==> src/rtl/fpu_d_seq_pkg.sv <==
// Shared types and constants for the double-precision FPU issue sequencer.
// The op-to-unit decode lives here so that every user maps op codes the same way.
package fpu_d_seq_pkg;

   localparam int FPU_UNITS = 6;

   localparam logic [2:0] OP_ADD = 3'd0;
   localparam logic [2:0] OP_SUB = 3'd1;
   localparam logic [2:0] OP_MUL = 3'd2;
   localparam logic [2:0] OP_DIV = 3'd3;
   localparam logic [2:0] OP_D2L = 3'd4;
   localparam logic [2:0] OP_L2D = 3'd5;

   typedef enum logic [1:0] {
      ST_IDLE  = 2'd0,
      ST_ISSUE = 2'd1,
      ST_WAIT  = 2'd2,
      ST_RESP  = 2'd3
   } state_e;

   // Watchdog counter width depends on the module parameter, so it sits beside this struct
   typedef struct packed {
      state_e      state;
      logic [2:0]  sel;
      logic [63:0] a;
      logic [63:0] b;
      logic        sgn;
      logic        w32;
      logic        sub;
      logic [63:0] res;
      logic        exc;
      logic        timeout;
   } seq_reg_t;

   localparam seq_reg_t SEQ_REG_RST = '{
      state:   ST_IDLE,
      sel:     3'd0,
      a:       64'd0,
      b:       64'd0,
      sgn:     1'b0,
      w32:     1'b0,
      sub:     1'b0,
      res:     64'd0,
      exc:     1'b0,
      timeout: 1'b0
   };

   function automatic logic op_is_legal(input logic [2:0] op);
      return (op <= OP_L2D);
   endfunction

   // SUB shares the adder, so it maps onto unit 0
   function automatic logic [2:0] op_to_unit(input logic [2:0] op);
      logic [2:0] unit;
      case (op)
         OP_SUB:                                  unit = OP_ADD;
         OP_ADD, OP_MUL, OP_DIV, OP_D2L, OP_L2D:  unit = op;
         default:                                 unit = 3'd0;
      endcase
      return unit;
   endfunction

   function automatic logic [FPU_UNITS-1:0] unit_onehot(input logic [2:0] unit);
      logic [FPU_UNITS-1:0] v;
      v = '0;
      if (unit < 3'(FPU_UNITS)) begin
         v[unit] = 1'b1;
      end else begin
         v = '0;
      end
      return v;
   endfunction

endpackage

==> src/rtl/fpu_d_seq_if.sv <==
// Request, unit-issue and response channels of the FPU issue sequencer.
// slave is the sequencer side; master is the executor/unit side.
interface fpu_d_seq_if;
   import fpu_d_seq_pkg::*;

   logic                       i_flush;
   logic                       i_req_valid;
   logic                       o_req_ready;
   logic [2:0]                 i_req_op;
   logic                       i_req_signed;
   logic                       i_req_w32;
   logic [63:0]                i_req_a;
   logic [63:0]                i_req_b;
   logic [FPU_UNITS-1:0]       o_unit_ena;
   logic [63:0]                o_a;
   logic [63:0]                o_b;
   logic                       o_signed;
   logic                       o_w32;
   logic                       o_sub;
   logic [FPU_UNITS-1:0]       i_unit_valid;
   logic [64*FPU_UNITS-1:0]    i_unit_res;
   logic [FPU_UNITS-1:0]       i_unit_except;
   logic                       o_resp_valid;
   logic                       i_resp_ready;
   logic [63:0]                o_resp_res;
   logic                       o_resp_except;
   logic                       o_resp_timeout;

   modport slave (
      input  i_flush, i_req_valid, i_req_op, i_req_signed, i_req_w32, i_req_a, i_req_b,
      input  i_unit_valid, i_unit_res, i_unit_except, i_resp_ready,
      output o_req_ready, o_unit_ena, o_a, o_b, o_signed, o_w32, o_sub,
      output o_resp_valid, o_resp_res, o_resp_except, o_resp_timeout
   );

   modport master (
      output i_flush, i_req_valid, i_req_op, i_req_signed, i_req_w32, i_req_a, i_req_b,
      output i_unit_valid, i_unit_res, i_unit_except, i_resp_ready,
      input  o_req_ready, o_unit_ena, o_a, o_b, o_signed, o_w32, o_sub,
      input  o_resp_valid, o_resp_res, o_resp_except, o_resp_timeout
   );

endinterface

==> src/rtl/fpu_d_seq.sv <==
// FPU issue sequencer: one operation in flight, single-cycle unit enable,
// registered response with watchdog timeout and synchronous flush.
module fpu_d_seq
   import fpu_d_seq_pkg::*;
#(
   parameter int TIMEOUT_CYCLES = 64
) (
   input  logic        i_clk,
   input  logic        i_nrst,
   fpu_d_seq_if.slave  bus
);

   localparam int               CNT_W    = $clog2(TIMEOUT_CYCLES);
   localparam logic [CNT_W-1:0] CNT_LAST = CNT_W'(TIMEOUT_CYCLES - 1);

   seq_reg_t              reg_r;
   logic [CNT_W-1:0]      cnt_r;
   logic [FPU_UNITS-1:0]  ena_r;
   logic [CNT_W-1:0]      cnt_inc_s;
   logic                  sel_valid_s;
   logic                  sel_except_s;
   logic [63:0]           sel_res_s;

   // Pick the selected unit's valid/result/exception; other units are invisible
   always_comb begin
      sel_valid_s  = 1'b0;
      sel_except_s = 1'b0;
      sel_res_s    = 64'd0;
      if (reg_r.sel < 3'(FPU_UNITS)) begin
         sel_valid_s  = bus.i_unit_valid[reg_r.sel];
         sel_except_s = bus.i_unit_except[reg_r.sel];
         sel_res_s    = bus.i_unit_res[{reg_r.sel, 6'd0} +: 64];
      end else begin
         sel_valid_s  = 1'b0;
         sel_except_s = 1'b0;
         sel_res_s    = 64'd0;
      end
   end

   // Saturating watchdog increment
   always_comb begin
      if (cnt_r == CNT_LAST) begin
         cnt_inc_s = cnt_r;
      end else begin
         cnt_inc_s = cnt_r + CNT_W'(1);
      end
   end

   // Sequencer FSM with latched operands and registered response
   always_ff @(posedge i_clk or negedge i_nrst) begin
      if (!i_nrst) begin
         reg_r <= SEQ_REG_RST;
         cnt_r <= '0;
         ena_r <= '0;
      end else if (bus.i_flush) begin
         reg_r.state <= ST_IDLE;
         cnt_r       <= '0;
         ena_r       <= '0;
      end else begin
         ena_r <= '0;
         case (reg_r.state)
            ST_IDLE: begin
               if (bus.i_req_valid) begin
                  reg_r.sel <= op_to_unit(bus.i_req_op);
                  reg_r.a   <= bus.i_req_a;
                  reg_r.b   <= bus.i_req_b;
                  reg_r.sgn <= bus.i_req_signed;
                  reg_r.w32 <= bus.i_req_w32;
                  reg_r.sub <= (bus.i_req_op == OP_SUB);
                  cnt_r     <= '0;
                  if (op_is_legal(bus.i_req_op)) begin
                     reg_r.state <= ST_ISSUE;
                     ena_r       <= unit_onehot(op_to_unit(bus.i_req_op));
                  end else begin
                     reg_r.state   <= ST_RESP;
                     reg_r.res     <= 64'd0;
                     reg_r.exc     <= 1'b1;
                     reg_r.timeout <= 1'b0;
                  end
               end
            end
            // Counting starts here so a silent unit times out TIMEOUT_CYCLES after issue
            ST_ISSUE: begin
               cnt_r       <= cnt_inc_s;
               reg_r.state <= ST_WAIT;
            end
            ST_WAIT: begin
               cnt_r <= cnt_inc_s;
               if (sel_valid_s) begin
                  reg_r.res     <= sel_res_s;
                  reg_r.exc     <= sel_except_s;
                  reg_r.timeout <= 1'b0;
                  reg_r.state   <= ST_RESP;
               end else if (cnt_r == CNT_LAST) begin
                  reg_r.res     <= 64'd0;
                  reg_r.exc     <= 1'b1;
                  reg_r.timeout <= 1'b1;
                  reg_r.state   <= ST_RESP;
               end
            end
            ST_RESP: begin
               if (bus.i_resp_ready) begin
                  reg_r.state <= ST_IDLE;
               end
            end
            default: begin
               reg_r.state <= ST_IDLE;
            end
         endcase
      end
   end

   // Flush suppresses the enable, the response and acceptance in its own cycle
   assign bus.o_req_ready    = (reg_r.state == ST_IDLE) && !bus.i_flush;
   assign bus.o_unit_ena     = ena_r & {FPU_UNITS{~bus.i_flush}};
   assign bus.o_resp_valid   = (reg_r.state == ST_RESP) && !bus.i_flush;
   assign bus.o_resp_res     = reg_r.res;
   assign bus.o_resp_except  = reg_r.exc;
   assign bus.o_resp_timeout = reg_r.timeout;
   assign bus.o_a            = reg_r.a;
   assign bus.o_b            = reg_r.b;
   assign bus.o_signed       = reg_r.sgn;
   assign bus.o_w32          = reg_r.w32;
   assign bus.o_sub          = reg_r.sub;

endmodule
==> src/flat_wrapper.sv <==
// flat-port wrapper written by rule: the top's interface ports become plain ports
module fpu_d_seq_flat import fpu_d_seq_pkg::*;
#(
   parameter int TIMEOUT_CYCLES = 64
)
  (i_clk, i_nrst, bus_i_flush, bus_i_req_valid, bus_i_req_op, bus_i_req_signed, bus_i_req_w32, bus_i_req_a, bus_i_req_b, bus_i_unit_valid, bus_i_unit_res, bus_i_unit_except, bus_i_resp_ready, bus_o_req_ready, bus_o_unit_ena, bus_o_a, bus_o_b, bus_o_signed, bus_o_w32, bus_o_sub, bus_o_resp_valid, bus_o_resp_res, bus_o_resp_except, bus_o_resp_timeout);
  fpu_d_seq_if bus_i ();
  input  logic i_clk;
  input  logic i_nrst;
  input wire logic [$bits(bus_i.i_flush)-1:0] bus_i_flush;
  input wire logic [$bits(bus_i.i_req_valid)-1:0] bus_i_req_valid;
  input wire logic [$bits(bus_i.i_req_op)-1:0] bus_i_req_op;
  input wire logic [$bits(bus_i.i_req_signed)-1:0] bus_i_req_signed;
  input wire logic [$bits(bus_i.i_req_w32)-1:0] bus_i_req_w32;
  input wire logic [$bits(bus_i.i_req_a)-1:0] bus_i_req_a;
  input wire logic [$bits(bus_i.i_req_b)-1:0] bus_i_req_b;
  input wire logic [$bits(bus_i.i_unit_valid)-1:0] bus_i_unit_valid;
  input wire logic [$bits(bus_i.i_unit_res)-1:0] bus_i_unit_res;
  input wire logic [$bits(bus_i.i_unit_except)-1:0] bus_i_unit_except;
  input wire logic [$bits(bus_i.i_resp_ready)-1:0] bus_i_resp_ready;
  output wire logic [$bits(bus_i.o_req_ready)-1:0] bus_o_req_ready;
  output wire logic [$bits(bus_i.o_unit_ena)-1:0] bus_o_unit_ena;
  output wire logic [$bits(bus_i.o_a)-1:0] bus_o_a;
  output wire logic [$bits(bus_i.o_b)-1:0] bus_o_b;
  output wire logic [$bits(bus_i.o_signed)-1:0] bus_o_signed;
  output wire logic [$bits(bus_i.o_w32)-1:0] bus_o_w32;
  output wire logic [$bits(bus_i.o_sub)-1:0] bus_o_sub;
  output wire logic [$bits(bus_i.o_resp_valid)-1:0] bus_o_resp_valid;
  output wire logic [$bits(bus_i.o_resp_res)-1:0] bus_o_resp_res;
  output wire logic [$bits(bus_i.o_resp_except)-1:0] bus_o_resp_except;
  output wire logic [$bits(bus_i.o_resp_timeout)-1:0] bus_o_resp_timeout;
  assign bus_i.i_flush = bus_i_flush;
  assign bus_i.i_req_valid = bus_i_req_valid;
  assign bus_i.i_req_op = bus_i_req_op;
  assign bus_i.i_req_signed = bus_i_req_signed;
  assign bus_i.i_req_w32 = bus_i_req_w32;
  assign bus_i.i_req_a = bus_i_req_a;
  assign bus_i.i_req_b = bus_i_req_b;
  assign bus_i.i_unit_valid = bus_i_unit_valid;
  assign bus_i.i_unit_res = bus_i_unit_res;
  assign bus_i.i_unit_except = bus_i_unit_except;
  assign bus_i.i_resp_ready = bus_i_resp_ready;
  assign bus_o_req_ready = bus_i.o_req_ready;
  assign bus_o_unit_ena = bus_i.o_unit_ena;
  assign bus_o_a = bus_i.o_a;
  assign bus_o_b = bus_i.o_b;
  assign bus_o_signed = bus_i.o_signed;
  assign bus_o_w32 = bus_i.o_w32;
  assign bus_o_sub = bus_i.o_sub;
  assign bus_o_resp_valid = bus_i.o_resp_valid;
  assign bus_o_resp_res = bus_i.o_resp_res;
  assign bus_o_resp_except = bus_i.o_resp_except;
  assign bus_o_resp_timeout = bus_i.o_resp_timeout;
  fpu_d_seq #(.TIMEOUT_CYCLES(TIMEOUT_CYCLES)) u_core (.i_clk(i_clk), .i_nrst(i_nrst), .bus(bus_i));
endmodule
==> config.mk <==
export PLATFORM = sky130hd
export DESIGN_NAME = fpu_d_seq_flat
export DESIGN_NICKNAME = d
export VERILOG_FILES = /design/src/rtl/fpu_d_seq_pkg.sv /design/src/rtl/fpu_d_seq_if.sv /design/src/rtl/fpu_d_seq.sv /design/src/flat_wrapper.sv
export SDC_FILE = /design/constraint.sdc
export NUM_CORES = 1
export LEC_CHECK = 0
export ABC_CLOCK_PERIOD_IN_PS = 2280
export CORE_AREA = 2 2 286 288
export DETAILED_ROUTE_END_ITERATION = 10
export DIE_AREA = 0 0 288 290
export PLACE_DENSITY = 0.41
export RECOVER_POWER = 100
export SLEW_MARGIN = 20
export SYNTH_ARGS = -nofsm -noshare
export SYNTH_HDL_FRONTEND = slang
export SYNTH_SLANG_ARGS = --single-unit
export TNS_END_PERCENT = 5
==> constraint.sdc <==
create_clock -name i_clk -period 2.28 [get_ports i_clk]
set_input_delay 0.342 -clock i_clk [delete_from_list [all_inputs] [get_ports i_clk]]
set_output_delay 0.342 -clock i_clk [all_outputs]
set_load 0.02 [all_outputs]
==> metrics.md, run 1 <==
| Metric | Value |
|---|---|
| Fmax | `between 400 and 500 MHz` |
| Final total power | `around 17 mW` |
| DIE AREA | `about 84,000 um2` |
| Worst flop-to-flop path endpoint | `u_core.bus.o_resp_res[10]` |
| Die Wd | `about 290 um` |
| M1 WL | `25,200 um` |
| Ys flop type | `dfrtp_1` |
| H-tree Lvls | `1` |
| Dominant cells by area after synthesis | `dfrtp_1 42%, mux2i_1 15%, nand2_1 12%` |
| Vias | `12,100` |
| Crit-path max FO | `20` |
| Congestion Overflow GR | `0` |
| Worst setup SP type | `primary input` |
| Drt drc | `0` |
| Worst slew pin tran | `between 1000 and 1500 ps` |
| Post-Syn Area | `12,900 um2` |
| Period utilization | `0.953` |
| Yosys cell types | `46` |
| Deepest clock path buffer count | `3` |
| Synth area leader | `dfrtp_1` |
| Vias per cell | `4.00` |
| Worst vdd ir | `0.520 mV` |
| Layout cells sized above 1 | `0.0603` |
| Post-Syn Instances | `1,390` |
| Number of global-route vias before repair | `about 13,000` |
| Worst hold path type | `primary input to flip-flop` |
| Asr flop ratio synth | `1.00` |
| FF-to-FF Start | `u_core.cnt_r[0]` |
| CP Class | `primary input to output pin` |
| DIE HEIGHT | `290 um` |
| CTS tree | `yes` |
| Gpl congestion | `slightly above 0.8` |
| Yosys top cell area share | `0.416` |
| Routed WL per cell | `between 20 and 25 um` |
| Synth Warn # | `0` |
| WHS | `283 ps` |
| First-pass GRT wire length | `between 90,000 and 100,000 um` |
| Core ar. | `approximately 80,000 um2` |
| Max-capacitance violation count | `0` |
| Clock Tree Root | `clkbuf_16` |
| Final net count | `2,490` |
| Port Buffer Count | `roughly 740` |
| Status | `finished clean` |
| R2r setup slk | `~140 ps` |
| Max-slew headroom | `0.268` |
| End-of-flow core utilization | `0.266` |
| Mean post-synth cell area | `around 9.3 um2` |
| Tot GR Track Use | `0.148` |
| Row count | `104` |
| Unrepaired setup endpoints after global routing | `no` |
| Clock Latency Late Sink | `580 ps` |
| Post-CTS setup buffer count | `0` |
| P_leak | `a little over 9 nW` |
| Endpoints failing setup | `0` |
| Met2 wire length | `32,800 um` |
| Post-synth EDFFs | `0` |
| Cells on worst reg2reg path | `6` |
| Synth Register Bits | `~210` |
| CP Capture Type | `output pin` |
| Worst-path clk slew | `60 ps` |
| Final Hold Viols | `0` |
| Seq/Total Area, Yosys | `0.416` |
| CTS sink count | `214` |
| WHS Path Cells | `3` |
| Pin count of the biggest net entering global routing | `between 90 and 100` |
| Metal3 WL | `about 6000 um` |
| Initial core utilization | `0.160` |
| Worst Skew | `between 10 and 15 ps` |
| DR iter-0 viols | `598` |
| Drt pass-1 iters | `5` |
| Clock buffers created by TritonCTS | `29` |
| Minimum clock period after layout | `roughly 2200 ps` |
| Crit path DAT | `about 1800 ps` |
| Detail Route Antenna Nets | `0` |
| WHS Endpoint | `u_core.bus.o_a[40]` |
| Min-delay src | `bus_i_req_a[40]` |
| Total Wirelength | `approximately 65,000 um` |
| Fin. max-slew vios | `0` |
| Post-Syn Nets | `just under 2,000` |
| Cell Pwr Density | `about 780 nW/um2` |
| WP data required | `about 1900 ps` |
| Top Metal Used | `met5` |
| Ports | `roughly 740` |
| Area Overhead vs Synth | `65.5%` |
| DP HPWL | `51,900 um` |
| Initial antenna violation count | `15` |
## stage by stage
stage	setup slack, ps	area, um2	cells	setup TNS, ps
2_1_floorplan	459	12900	1390	0
3_3_place_gp	-64.9	20500	2980	-2940
3_5_place_dp	-61.6	20500	2980	-2490
4_1_cts	30.5	21400	3034	0
5_1_grt	27.9	21300	3035	0
6_report	106	21300	3037	0
## Yosys cell counts, types with 2 or more instances
cell and n:
clkbuf_1 46, o21ai_0 67, buf_1 2, nor3_1 3
inv_1 3, nor2b_1 12, nand4_1 2, o211ai_1 2
buf_2 34, mux2i_1 196, a32o_1 64, a211oi_1 2
o21ai_1 4, nand2_1 409, buf_4 192, nor2_1 6
a22oi_1 64, dfrtp_1 214, buf_6 15, and3_1 3
nand3_1 6, nand2b_1 7, nand3b_1 3, or4_1 2
ha_1 4, a21oi_1 7, o22ai_1 2
## how the worst max path moves through the flow
| stage | start | end | slack (ps) | cells past startpoint |
|---|---|---|---|---|
| final | bus_i_flush | bus_o_unit_ena[0] | 110 | 4 |
| after global routing | u_core.reg_r[200] | u_core.bus.o_resp_res[6] | 30 | 8 |
| after CTS | u_core.reg_r[200] | bus_o_req_ready | 30 | 4 |
| after detailed placement | bus_i_req_op[1] | u_core.bus.o_resp_res[49] | -60 | 7 |
| after global placement | bus_i_req_op[1] | u_core.bus.o_resp_res[55] | -60 | 7 |
| after floorplan | u_core.cnt_r[0] | u_core.bus.o_resp_except | 460 | 8 |
## cells by family after synthesis
logic type	synth area share
flip-flops	0.416
other	0.000292
adder cells (fa/ha/maj)	0.00389
buffers and inverters	0.153
AND/OR/NAND/NOR	0.143
multiplexers	0.154
AO/OA/AOI/OAI	0.129
## metal layers
metal	up-vias	track usage
li1	5726	-
met1	5813	0.167
met2	519	0.271
met3	75	0.0469
met4	10	0.0317
met5	-	0
## final cells by class
class | instances | area (um2)
flip-flops and latches | 214 | 5360
clock inverters | 8 | 72.6
well taps | 1060 | 1330
diodes | 3 | 7.51
inverters | 3 | 11.3
repair buffers | 820 | 8110
multi-input cells | 884 | 5550
clock buffers | 45 | 846
fillers | 8614 | 58900
## worst max-delay path, stage by stage
cell and delay (ps):
clkdlybuf4s50_1 450, buf_12 180, nor2b_1 160, dlygate4sd3_1 690
## placed cells by master (no fill, tap or decap), types with 29 or more instances in the layout
cell type,netlist,final
a22oi_1,64,64
a32o_1,64,64
buf_4,192,41
clkbuf_1,46,31
clkbuf_16,0,29
clkdlybuf4s50_1,0,534
dfrtp_1,214,211
dlygate4sd3_1,0,200
mux2i_1,196,196
nand2_1,409,409
o21ai_0,67,69
## sequential cells by signal (all words and copies together), names as in the netlist
signal                     flops
u_core.bus.o_a                64
u_core.bus.o_b                64
u_core.bus.o_resp_except       1
u_core.bus.o_resp_res         64
u_core.bus.o_resp_timeout      1
u_core.bus.o_signed            1
u_core.bus.o_sub               1
u_core.bus.o_w32               1
u_core.cnt_r                   6
u_core.ena_r                   6
u_core.reg_r                   5
## timing repair
action | CTS | global route
hold buffers | 1 | 0
resized for setup | 3 | 2
hold endpoints to repair | 52 | 0
endpoints found under the setup margin | 2 | 1
## where the power goes
group,switching (mW),internal [mW],leakage [nW]
sequential,0.482,4.59,2.77
clock,1.84,2.64,0.455
combinational,3.81,3.22,5.94
Note: power is estimated with default switching activity, not from simulation.
==> inputs of run 2 (changes only) <==
ABC_CLOCK_PERIOD_IN_PS = not set   (was 2280)
CORE_AREA = 5 5 281 283   (was 2 2 286 288)
CTS_CLUSTER_DIAMETER = 200   (was not set)
DIE_AREA = 0 0 286 288   (was 0 0 288 290)
PLACE_DENSITY = 0.43   (was 0.41)
==> run 2 against run 1 <==
Hold slack gained 6.4 ps. Critical endpoint is now bus_o_req_ready. Maximum frequency up 0.69%. Non-clock buffer count shrank 9. Combinational power is 0.9% lower. Clock-buffer cell count fell by 6. Global-route usage grew 0.34 points. Clock skew down 6.6 ps. Total power up 1.0%. Flip-flop and latch count did not move. Utilization up 1.2 points. Sequential power hardly changed.
==> metrics.md, run 2 (synthesis results as in run 1) <==
| Metric | Value |
|---|---|
| Clock buffers created by TritonCTS | `28 (-3.4%)` |
| Max-slew headroom | `0.188 (-0.0803)` |
| Worst vdd ir | `0.557 mV (+7.1%)` |
| Commonest non-fill, non-tap cell in the layout | `clkdlybuf4s50_1` |
| Number of global-route vias before repair | `12,900 (-0.45%)` |
| Post-route insts no fill | `2,957 (-2.6%)` |
| P_leak | `9.17 nW (about the same)` |
| Die Wd | `286 um (-0.69%)` |
| Routed WL per cell | `22.8 um (+5.8%)` |
| WP data required | `1940 ps (about the same)` |
| Tot GR Track Use | `0.152 (+0.00344)` |
| CP Capture Type | `output pin` |
| DIE HEIGHT | `288 um (-0.69%)` |
| Congestion Overflow GR | `0 (unchanged)` |
| Vias | `12,100 (-0.35%)` |
| Max-capacitance violation count | `0 (unchanged)` |
| Cells on worst reg2reg path | `6 (unchanged)` |
| Vias per cell | `4.09 (+2.4%)` |
| Design internal power | `10.5 mW (+0.88%)` |
| Worst-path clk slew | `60 ps (about the same)` |
| Core ar. | `76,400 um2 (-4.6%)` |
| Row count | `102 (-1.9%)` |
| Reg power frac | `0.304 (-0.002)` |
| Register area | `5360 um2 (unchanged)` |
| DP HPWL | `53,400 um (+2.9%)` |
| Layout cells sized above 1 | `0.0662 (+0.00591)` |
| Total Wirelength | `67,400 um (+3.0%)` |
| FF-to-FF Start | `u_core.reg_r[199]` |
| H-tree Lvls | `1 (unchanged)` |
| Worst flop-to-flop path endpoint | `u_core.bus.o_resp_res[42]` |
| Period utilization | `0.947 (-0.00652)` |
| Pin count of the biggest net entering global routing | `71 (-22%)` |
| Worst hold path type | `primary input to async pin` |
| CTS tree | `yes` |
| Deepest clock path buffer count | `3 (unchanged)` |
| Placed Area | `20,300 um2 (-0.89%)` |
| DR iter-0 viols | `609 (+1.8%)` |
| Final Hold Viols | `0 (unchanged)` |
| Clock Latency Late Sink | `570 ps (about the same)` |
| Placed instance count | `2,898 (-2.8%)` |
| Fill count | `8,124 (-5.7%)` |
| Endpoints failing setup | `0 (unchanged)` |
| Minimum clock period after layout | `2160 ps (-14.9 ps)` |
| Combinational power share | `0.416 (-0.008)` |
| CP Class | `flip-flop to output pin` |
| WHS | `290 ps (+6.45 ps)` |
| R2r setup slk | `160 ps (+20 ps)` |
| Ports | `739 (unchanged)` |
| Multi-input gate area | `5580 um2 (+0.59%)` |
| Sw frac | `0.371 (+0.00104)` |
| Clock Tree Root | `clkbuf_16` |
| Initial core utilization | `0.168 (+0.00779)` |
| Initial antenna violation count | `19 (+4)` |
| Cell Pwr Density | `789 nW/um2 (+1.3%)` |
| Crit-path max FO | `7 (-65%)` |
| Worst setup SP type | `flip-flop` |
| First-pass GRT wire length | `93,000 um (+1.5%)` |
| Clock power share | `0.280 (+0.010)` |
| Worst Skew | `8.40 ps (-6.57 ps)` |
| Area Overhead vs Synth | `65.1%` |
| CTS sink count | `214 (unchanged)` |
| Fmax | `463 MHz (+0.69%)` |
| Unrepaired setup endpoints after global routing | `no` |
| Worst slew pin tran | `1220 ps (+121 ps)` |
| Drt pass-1 iters | `5 (unchanged)` |
| Gpl congestion | `0.901 (+11%)` |
| Post-CTS setup buffer count | `0 (unchanged)` |
| Commonest non-fill, non-tap cells in the layout | `533 x clkdlybuf4s50_1, 409 x nand2_1, 211 x dfrtp_1` |
| Final net count | `2,480 (-0.40%)` |
| Net Sw Power | `6.21 mW (+1.3%)` |
| Final total power | `16.7 mW (+1.0%)` |
| Fin. max-slew vios | `0 (unchanged)` |
| Port Buffer Count | `738 (unchanged)` |
| Crit path DAT | `1820 ps (about the same)` |
| Drt drc | `0 (unchanged)` |
| Detail Route Antenna Nets | `0 (unchanged)` |
| End-of-flow core utilization | `0.278 (+0.0121)` |
| Post-route design area | `21,200 um2 (-0.27%)` |
| DIE AREA | `82,400 um2 (-1.4%)` |
| Status | `finished clean` |
-- run 2: cell types whose count changed in the layout (fill, tap and decap cells not counted), sizes merged --
cell           change
dlygate4sd3        -1
bufinv             +1
clkbuf            -17
diode              +2
dlygate4sd2        +1
clkinv             -1
buf                +3
clkinvlp           +5
clkdlybuf4s50      -1
-- run 2: worst max path at each step --
stage / to / depth (start not counted) / from / slack, ps
after floorplan: u_core.bus.o_resp_except / 8 / u_core.cnt_r[0] / 460
after global placement: u_core.bus.o_resp_res[60] / 6 / u_core.reg_r[197] / -230
after detailed placement: u_core.bus.o_resp_res[60] / 6 / u_core.reg_r[197] / -280
after CTS: u_core.bus.o_resp_res[60] / 6 / u_core.reg_r[197] / -20
after global routing: bus_o_req_ready / 4 / u_core.reg_r[200] / 1
final: bus_o_req_ready / 4 / u_core.reg_r[201] / 120
-- run 2: critical path, stage by stage (launching register included) --
cell and delay (ps):
dfrtp_1 420, inv_1 100, ha_2 250, nor2b_1 130
dlygate4sd2_1 340
-- run 2: power by group through the flow --
stage	Combinational [mW]	Sequential [mW]	Clock, mW
after global routing	7.52	5.19	5.03
final	6.97	5.08	4.69
after CTS	7.41	5.14	4.89
after global placement	7.36	5.17	0
after detailed placement	7.36	5.17	0
after floorplan	4.49	4.98	0
-- run 2: metrics by stage --
step / setup WS (ps) / setup TNS, ps
2_1_floorplan: 459 / 0
3_3_place_gp: -227 / -11470
3_5_place_dp: -276 / -8920
4_1_cts: -21.3 / -21.3
5_1_grt: 1.36 / 0
6_report: 121 / 0
-- run 2: metal layers --
layer	vias up	track usage	routed length, um
met3	89	0.0572	6310
li1	5708	-	-
met4	14	0.0408	1840
met1	5752	0.168	25000
met5	-	0	88
met2	538	0.274	34200
-- run 2: layout make-up --
cell class,instances,share of cell area
timing repair buffer,811,0.379
multi-input combinational,884,0.263
sequential,214,0.253
tap,988,0.0582
clock buffer,39,0.0393
clock inverter,13,0.00631
antenna,5,0.000589
inverter,3,0.000530
-- run 2: repair_timing --
action                                 CTS  global route
resized for setup                        8             1
endpoints found under the hold margin   50             0
setup endpoints to repair               16             2
hold buffers                             1             0
gates cloned                             0             1
